### config.mk
export PLATFORM = sky130hd
export DESIGN_NAME = note_envelope_flat
export DESIGN_NICKNAME = d
export VERILOG_FILES = /design/src/rtl/note_envelope_if.sv /design/src/rtl/note_envelope.sv /design/src/flat_wrapper.sv
export SDC_FILE = /design/constraint.sdc
export NUM_CORES = 1
export LEC_CHECK = 0
export BUFFER_PORTS_ARGS = -buffer_cell sky130_fd_sc_hd__buf_2
export CAP_MARGIN = 20
export CORE_ASPECT_RATIO = 2
export CORE_UTILIZATION = 62
export DETAILED_ROUTE_END_ITERATION = 8
export PLACE_DENSITY = 0.87
export SYNTH_ARGS = -nofsm -noshare
export SYNTH_HDL_FRONTEND = slang
export SYNTH_SLANG_ARGS = --single-unit
### constraint.sdc
create_clock -name clk -period 6.6 [get_ports clk]
set_input_delay 0.99 -clock clk [delete_from_list [all_inputs] [get_ports clk]]
set_output_delay 0.99 -clock clk [all_outputs]
set_load 0.1 [all_outputs]
### src/rtl/note_envelope_if.sv
// note_envelope_if: note control, sample stream and status for the envelope.
// master drives notes/samples; slave is the envelope itself.
interface note_envelope_if #(
  parameter int SAMPLE_W  = 16,
  parameter int GAIN_BITS = 3,
  parameter int DUR_W     = 6
);
  logic                       note_start;
  logic [DUR_W-1:0]           note_duration;
  logic                       mode;
  logic                       note_off;
  logic                       beat;
  logic signed [SAMPLE_W-1:0] sample_in;
  logic                       sample_valid;
  logic signed [SAMPLE_W-1:0] sample_out;
  logic                       sample_out_valid;
  logic [GAIN_BITS:0]         gain;
  logic                       busy;
  logic                       note_done;

  modport master (
    output note_start, note_duration, mode,
    output note_off, beat, sample_in, sample_valid,
    input  sample_out, sample_out_valid,
    input  gain, busy, note_done
  );

  modport slave (
    input  note_start, note_duration, mode,
    input  note_off, beat, sample_in, sample_valid,
    output sample_out, sample_out_valid,
    output gain, busy, note_done
  );
endinterface

### src/rtl/note_envelope.sv
// note_envelope: beat-paced decaying gain applied to a signed sample stream.
// Optional attack ramp enabled by defining NOTE_ENVELOPE_ATTACK_EN.
module note_envelope #(
  parameter int SAMPLE_W  = 16,
  parameter int GAIN_BITS = 3,
  parameter int DUR_W     = 6
) (
  input logic           clk,
  input logic           reset_n,
  note_envelope_if.slave bus
);

  localparam int FULL = 1 << GAIN_BITS;
  localparam int GW   = GAIN_BITS + 1;
  localparam int CW   = DUR_W + FULL;
  localparam int PW   = SAMPLE_W + GW + 1;

  localparam logic [GW-1:0] G_FULL = GW'(FULL);
  localparam logic [GW-1:0] G_ONE  = GW'(1);

  localparam logic [1:0] S_IDLE    = 2'd0;
  localparam logic [1:0] S_DECAY   = 2'd1;
  localparam logic [1:0] S_RELEASE = 2'd2;
`ifdef NOTE_ENVELOPE_ATTACK_EN
  localparam logic [1:0] S_ATTACK  = 2'd3;
`endif

  logic [1:0]       state_q, state_d;
  logic [GW-1:0]    gain_q, gain_d;
  logic [GW-1:0]    step_q, step_d;
  logic [CW-1:0]    cnt_q, cnt_d;
  logic [DUR_W-1:0] dur_q, dur_d;
  logic             mode_q, mode_d;
  logic             done_q, done_d;

  logic signed [SAMPLE_W-1:0] out_q, out_d;
  logic                       out_vld_q, out_vld_d;

  logic [CW-1:0] d_eff;
  logic [CW-1:0] interval;
  logic [CW-1:0] cnt_inc;
  logic          can_off;

  logic signed [GW:0]           gain_s;
  logic signed [PW-1:0]         prod;
  logic signed [PW-1:0]         prod_adj;
  logic signed [SAMPLE_W-1:0]   scaled;

  // Step interval: latched duration (0 read as 1), doubled per step
  // in exponential mode.
  always_comb begin
    d_eff    = (dur_q == '0) ? CW'(1) : CW'(dur_q);
    interval = mode_q ? d_eff : (d_eff << step_q);
    cnt_inc  = cnt_q + CW'(1);
`ifdef NOTE_ENVELOPE_ATTACK_EN
    can_off  = (state_q == S_DECAY) || (state_q == S_ATTACK);
`else
    can_off  = (state_q == S_DECAY);
`endif
  end

  // Envelope FSM: start beats note_off beats beat.
  always_comb begin
    state_d = state_q;
    gain_d  = gain_q;
    step_d  = step_q;
    cnt_d   = cnt_q;
    dur_d   = dur_q;
    mode_d  = mode_q;
    done_d  = 1'b0;
    if (bus.note_start) begin
      dur_d  = bus.note_duration;
      mode_d = bus.mode;
      step_d = '0;
      cnt_d  = '0;
`ifdef NOTE_ENVELOPE_ATTACK_EN
      gain_d  = '0;
      state_d = S_ATTACK;
`else
      gain_d  = G_FULL;
      state_d = S_DECAY;
`endif
    end else if (bus.note_off && can_off) begin
      state_d = S_RELEASE;
      cnt_d   = '0;
    end else if (bus.beat) begin
      case (state_q)
        S_DECAY: begin
          if (cnt_inc < interval) begin
            cnt_d = cnt_inc;
          end else begin
            gain_d = gain_q - G_ONE;
            step_d = step_q + G_ONE;
            cnt_d  = '0;
            if (gain_q == G_ONE) begin
              done_d  = 1'b1;
              state_d = S_IDLE;
              step_d  = '0;
            end
          end
        end
        S_RELEASE: begin
          if (gain_q <= G_ONE) begin
            gain_d  = '0;
            done_d  = 1'b1;
            state_d = S_IDLE;
            step_d  = '0;
          end else begin
            gain_d = gain_q - G_ONE;
          end
        end
`ifdef NOTE_ENVELOPE_ATTACK_EN
        S_ATTACK: begin
          gain_d = gain_q + G_ONE;
          if (gain_q == G_FULL - G_ONE) begin
            step_d  = '0;
            cnt_d   = '0;
            state_d = S_DECAY;
          end
        end
`endif
        default: ;
      endcase
    end
  end

  // Scale by gain/FULL, truncating toward zero; uses pre-edge gain.
  always_comb begin
    gain_s    = $signed({1'b0, gain_q});
    prod      = bus.sample_in * gain_s;
    prod_adj  = prod;
    if (prod[PW-1]) begin
      prod_adj = prod + $signed(PW'(FULL - 1));
    end
    scaled    = SAMPLE_W'(prod_adj >>> GAIN_BITS);
    out_d     = bus.sample_valid ? scaled : out_q;
    out_vld_d = bus.sample_valid;
  end

  // State and output registers.
  always_ff @(posedge clk or negedge reset_n) begin
    if (!reset_n) begin
      state_q   <= S_IDLE;
      gain_q    <= '0;
      step_q    <= '0;
      cnt_q     <= '0;
      dur_q     <= '0;
      mode_q    <= 1'b0;
      done_q    <= 1'b0;
      out_q     <= '0;
      out_vld_q <= 1'b0;
    end else begin
      state_q   <= state_d;
      gain_q    <= gain_d;
      step_q    <= step_d;
      cnt_q     <= cnt_d;
      dur_q     <= dur_d;
      mode_q    <= mode_d;
      done_q    <= done_d;
      out_q     <= out_d;
      out_vld_q <= out_vld_d;
    end
  end

  assign bus.sample_out       = out_q;
  assign bus.sample_out_valid = out_vld_q;
  assign bus.gain             = gain_q;
  assign bus.busy             = (state_q != S_IDLE);
  assign bus.note_done        = done_q;

endmodule

### src/flat_wrapper.sv
// flat-port wrapper written by rule: the top's interface ports become plain ports
module note_envelope_flat 
#(
  parameter int SAMPLE_W  = 16,
  parameter int GAIN_BITS = 3,
  parameter int DUR_W     = 6
)
  (clk, reset_n, bus_note_start, bus_note_duration, bus_mode, bus_note_off, bus_beat, bus_sample_in, bus_sample_valid, bus_sample_out, bus_sample_out_valid, bus_gain, bus_busy, bus_note_done);
  note_envelope_if #(.SAMPLE_W(SAMPLE_W), .GAIN_BITS(GAIN_BITS), .DUR_W(DUR_W)) bus_i ();
  input logic clk;
  input logic reset_n;
  input wire logic [$bits(bus_i.note_start)-1:0] bus_note_start;
  input wire logic [$bits(bus_i.note_duration)-1:0] bus_note_duration;
  input wire logic [$bits(bus_i.mode)-1:0] bus_mode;
  input wire logic [$bits(bus_i.note_off)-1:0] bus_note_off;
  input wire logic [$bits(bus_i.beat)-1:0] bus_beat;
  input wire logic [$bits(bus_i.sample_in)-1:0] bus_sample_in;
  input wire logic [$bits(bus_i.sample_valid)-1:0] bus_sample_valid;
  output wire logic [$bits(bus_i.sample_out)-1:0] bus_sample_out;
  output wire logic [$bits(bus_i.sample_out_valid)-1:0] bus_sample_out_valid;
  output wire logic [$bits(bus_i.gain)-1:0] bus_gain;
  output wire logic [$bits(bus_i.busy)-1:0] bus_busy;
  output wire logic [$bits(bus_i.note_done)-1:0] bus_note_done;
  assign bus_i.note_start = bus_note_start;
  assign bus_i.note_duration = bus_note_duration;
  assign bus_i.mode = bus_mode;
  assign bus_i.note_off = bus_note_off;
  assign bus_i.beat = bus_beat;
  assign bus_i.sample_in = bus_sample_in;
  assign bus_i.sample_valid = bus_sample_valid;
  assign bus_sample_out = bus_i.sample_out;
  assign bus_sample_out_valid = bus_i.sample_out_valid;
  assign bus_gain = bus_i.gain;
  assign bus_busy = bus_i.busy;
  assign bus_note_done = bus_i.note_done;
  note_envelope #(.SAMPLE_W(SAMPLE_W), .GAIN_BITS(GAIN_BITS), .DUR_W(DUR_W)) u_core (.clk(clk), .reset_n(reset_n), .bus(bus_i));
endmodule
==> impl_metrics.toml <==
[power]
power_density_nw_per_um2 = 167
ir_drop_mv = 0.103
power_w = 0.00106
p_leak_nw = 3.15

[synthesis]
synthCells = 712
yosysWarningCount = 0
avgSynthCellArea_um2 = 8.29
syn_nets = 834
ys_types = 65
yosysTopAreaCell = "dfrtp_1"
netlist_area_um2 = 5900
ys_top_cells_by_area = "dfrtp_1 (21%), ha_1 (13%), fa_1 (11%), nand2_1 (5.2%), and2_1 (5.2%)"
async_flop_share = 1.00
synth_edf_count = 0
yosys_register_bits = 49
yosysSeqAreaShare = 0.208
ys.flop_type = "dfrtp_1"
synth_top_area_frac = 0.208

[layout]
final_nets = 870
area_delta_synth_final_pct = 7.72
multi_input_area_um2 = 4290
seq_area_um2 = 1230
n_antenna_cell = 0
fin_util = 0.682
drive_above_1_share = 0.128
final_cell_mix = "nand2_1 (82), inv_1 (78), ha_1 (60)"
nFillCells = 768
final_common_cell = "nand2_1"
fin_area_um2 = 6360

[placement]
placed_cell_area_um2 = 6200
port_buffers = 51
gp_congestion = 0.899
hpwl_mm = 10.9

[setup_path]
cpMaxStageDelayCell = "fa_1"
critPathRequiredTime_ns = 6.75
crit_arrival_ns = 5.31
end_kind = "flip-flop"
cpPeakStageDelay_ns = 0.54
cp_cell_sequence = "buf_2 -> and2_1 -> ha_1 -> fa_1 -> inv_1 -> fa_1 -> inv_1 -> ha_1 -> a21oi_2 -> o21ai_2 -> o211ai_2 -> o2111ai_2 -> or2_1 -> or4_4 -> nor4b_2 -> xnor2_1 -> a21oi_1"
criticalPathCategory = "primary input to flip-flop"
path_buf_inv = 3
worst_setup_path_start_kind = "primary input"
cp_max_fo = 6
crit_family = "adder cells"

[drt]
via_per_inst = 6.03
drc = 5
dr.pass1.iters = 9
drt_iter0_markers = 269
drt-total-wl_mm = 13.6
vias = 5144
postRouteAntennaNets = 0
wl_per_cell_um = 16.0

[grt]
grt_usage = 0.285
grt_first_pass_wirelength_mm = 22.7
grt_max_degree = 50
grt_overflow = 0
grt_pass1_vias = 5224
antenna_found_initial = 0

[floorplanning]
coreArea_um2 = 9320
die_w_um = 71.0
num_rows = 50
dieHeight_um = 140
initial_core_util = 0.633
ios = 52
die-area_um2 = 9940

[run_status]
outcome = "complete, but fails checks"
violations = "DRC"

[cts]
ctsLongestPathBuffers = 2
cts_setup_buffers = 0
cts_tree = "built"
path_clk_slew_ns = 0.06
cts_resized = 0
cts_sinks = 49
clockRootBuffer = "clkbuf_16"
insertion_delay_ns = 0.29
postCtsHoldBufs = 0
h-tree-depth = 2
cts-buffers-inserted = 5

[min_path]
hp-class = "flip-flop to flip-flop"

[sta]
slew-limit-headroom = 0.334
rsz0062_at_grt = "false"
min_period_over_period = 0.782
setup_violations = 0
fin_skew_ns = 0.00792
hold_viol = 0
max_freq_ghz = 0.194
tightest_slew_ns = 0.995
layout_min_cycle_time_ns = 5.16
slew_viol_final = 0
timing.setup.tns_ns = 0

[run]
maxCapViolCount = 0
flip-flops by register name, indices dropped and copies added (netlist names):
signal and flops:
u_core.bus.gain 4, u_core.bus.note_done 1, u_core.bus.sample_out 16, u_core.bus.sample_out_valid 1, u_core.cnt_q 14, u_core.dur_q 6, u_core.mode_q 1, u_core.state_q 2
u_core.step_q 4
cell families (layout without fill, tap and decap cells):
| family | count (synthesis) | count (layout) | share of synthesized area |
|---|---|---|---|
| adder cells (fa/ha/maj) | 93 | 93 | 0.239 |
| flip-flops | 49 | 49 | 0.208 |
| AO/OA/AOI/OAI | 118 | 118 | 0.137 |
| AND/OR/NAND/NOR | 297 | 297 | 0.266 |
| multiplexers | 16 | 16 | 0.0297 |
| buffers and inverters | 102 | 139 | 0.0655 |
| XOR/XNOR | 37 | 37 | 0.0549 |
worst min-delay path: cells and delay by family (launching register included):
kind	cells	cell delay [ns]
flip-flops	1	0.36
AND/OR/NAND/NOR	2	0.13
layout make-up:
class | count | share of cell area
tap | 104 | 0.0205
inverter | 78 | 0.0461
timing repair buffer | 53 | 0.0445
clock buffer | 8 | 0.0215
sequential | 49 | 0.193
multi-input combinational | 561 | 0.675
synthesized netlist by cell type, drive strengths merged (2+ instances only):
cell     instances
and4             2
xnor2           18
dfrtp           49
nor2b           12
nand4            8
or4              3
a211oi           5
mux2            12
nand3b           6
nor4             5
o21a             5
and3             9
a311o            2
nand2b          20
nor3            13
nor4bb           2
o21ai           23
o31ai            4
fa              33
o2111ai          6
ha              60
o32ai            2
nand3           16
nor2            54
nand2           82
a21o             5
a22oi            6
and2            49
o211ai           6
clkbuf          21
or2              7
mux2i            4
inv             78
a21oi           42
or3              4
a31oi            4
xor2            19
buf              3
where the power goes:
part | total, W | internal [W] | switching, W | leakage, nW
sequential | 0.000353 | 0.000326 | 0.0000276 | 0.613
clock | 0.000246 | 0.000141 | 0.000105 | 0.0652
combinational | 0.000461 | 0.000132 | 0.000329 | 2.47
total | 0.00106 | 0.000599 | 0.000461 | 3.15
metal layers:
layer | GRT usage | part of all wire | vias to the layer above
li1 | - | - | 2471
met1 | 0.265 | 0.34 | 2486
met2 | 0.582 | 0.58 | 144
met3 | 0.0201 | 0.032 | 43
met4 | 0.158 | 0.044 | 0
met5 | 0 | 0 | -
through the flow:
stage / cells / worst slack, ns / hold WS (ns)
finish: 853 / 1.44 / 0.513
global route: 853 / 1.22 / 0.523
CTS: 852 / 1.44 / 0.513
detailed placement: 844 / 1.15 / 0.500
global placement: 844 / 1.35 / 0.481
floorplan: 712 / 1.22 / 0.466
worst paths after layout:
kind	start	endpoint	slack (ns)	depth (start not counted)
max	bus_sample_in[4]	u_core.bus.sample_out[13]	1.44	17
min	u_core.cnt_q[13]	u_core.cnt_q[13]	0.51	2
max in group asynchronous	reset_n	u_core.bus.sample_out[3]	5.59	2
max reg2reg	u_core.bus.gain[2]	u_core.bus.sample_out[13]	1.47	16
min reg2reg	u_core.cnt_q[13]	u_core.cnt_q[13]	0.51	2
min in group asynchronous	reset_n	u_core.cnt_q[3]	0.53	1
(Power assumes the default switching activity.)
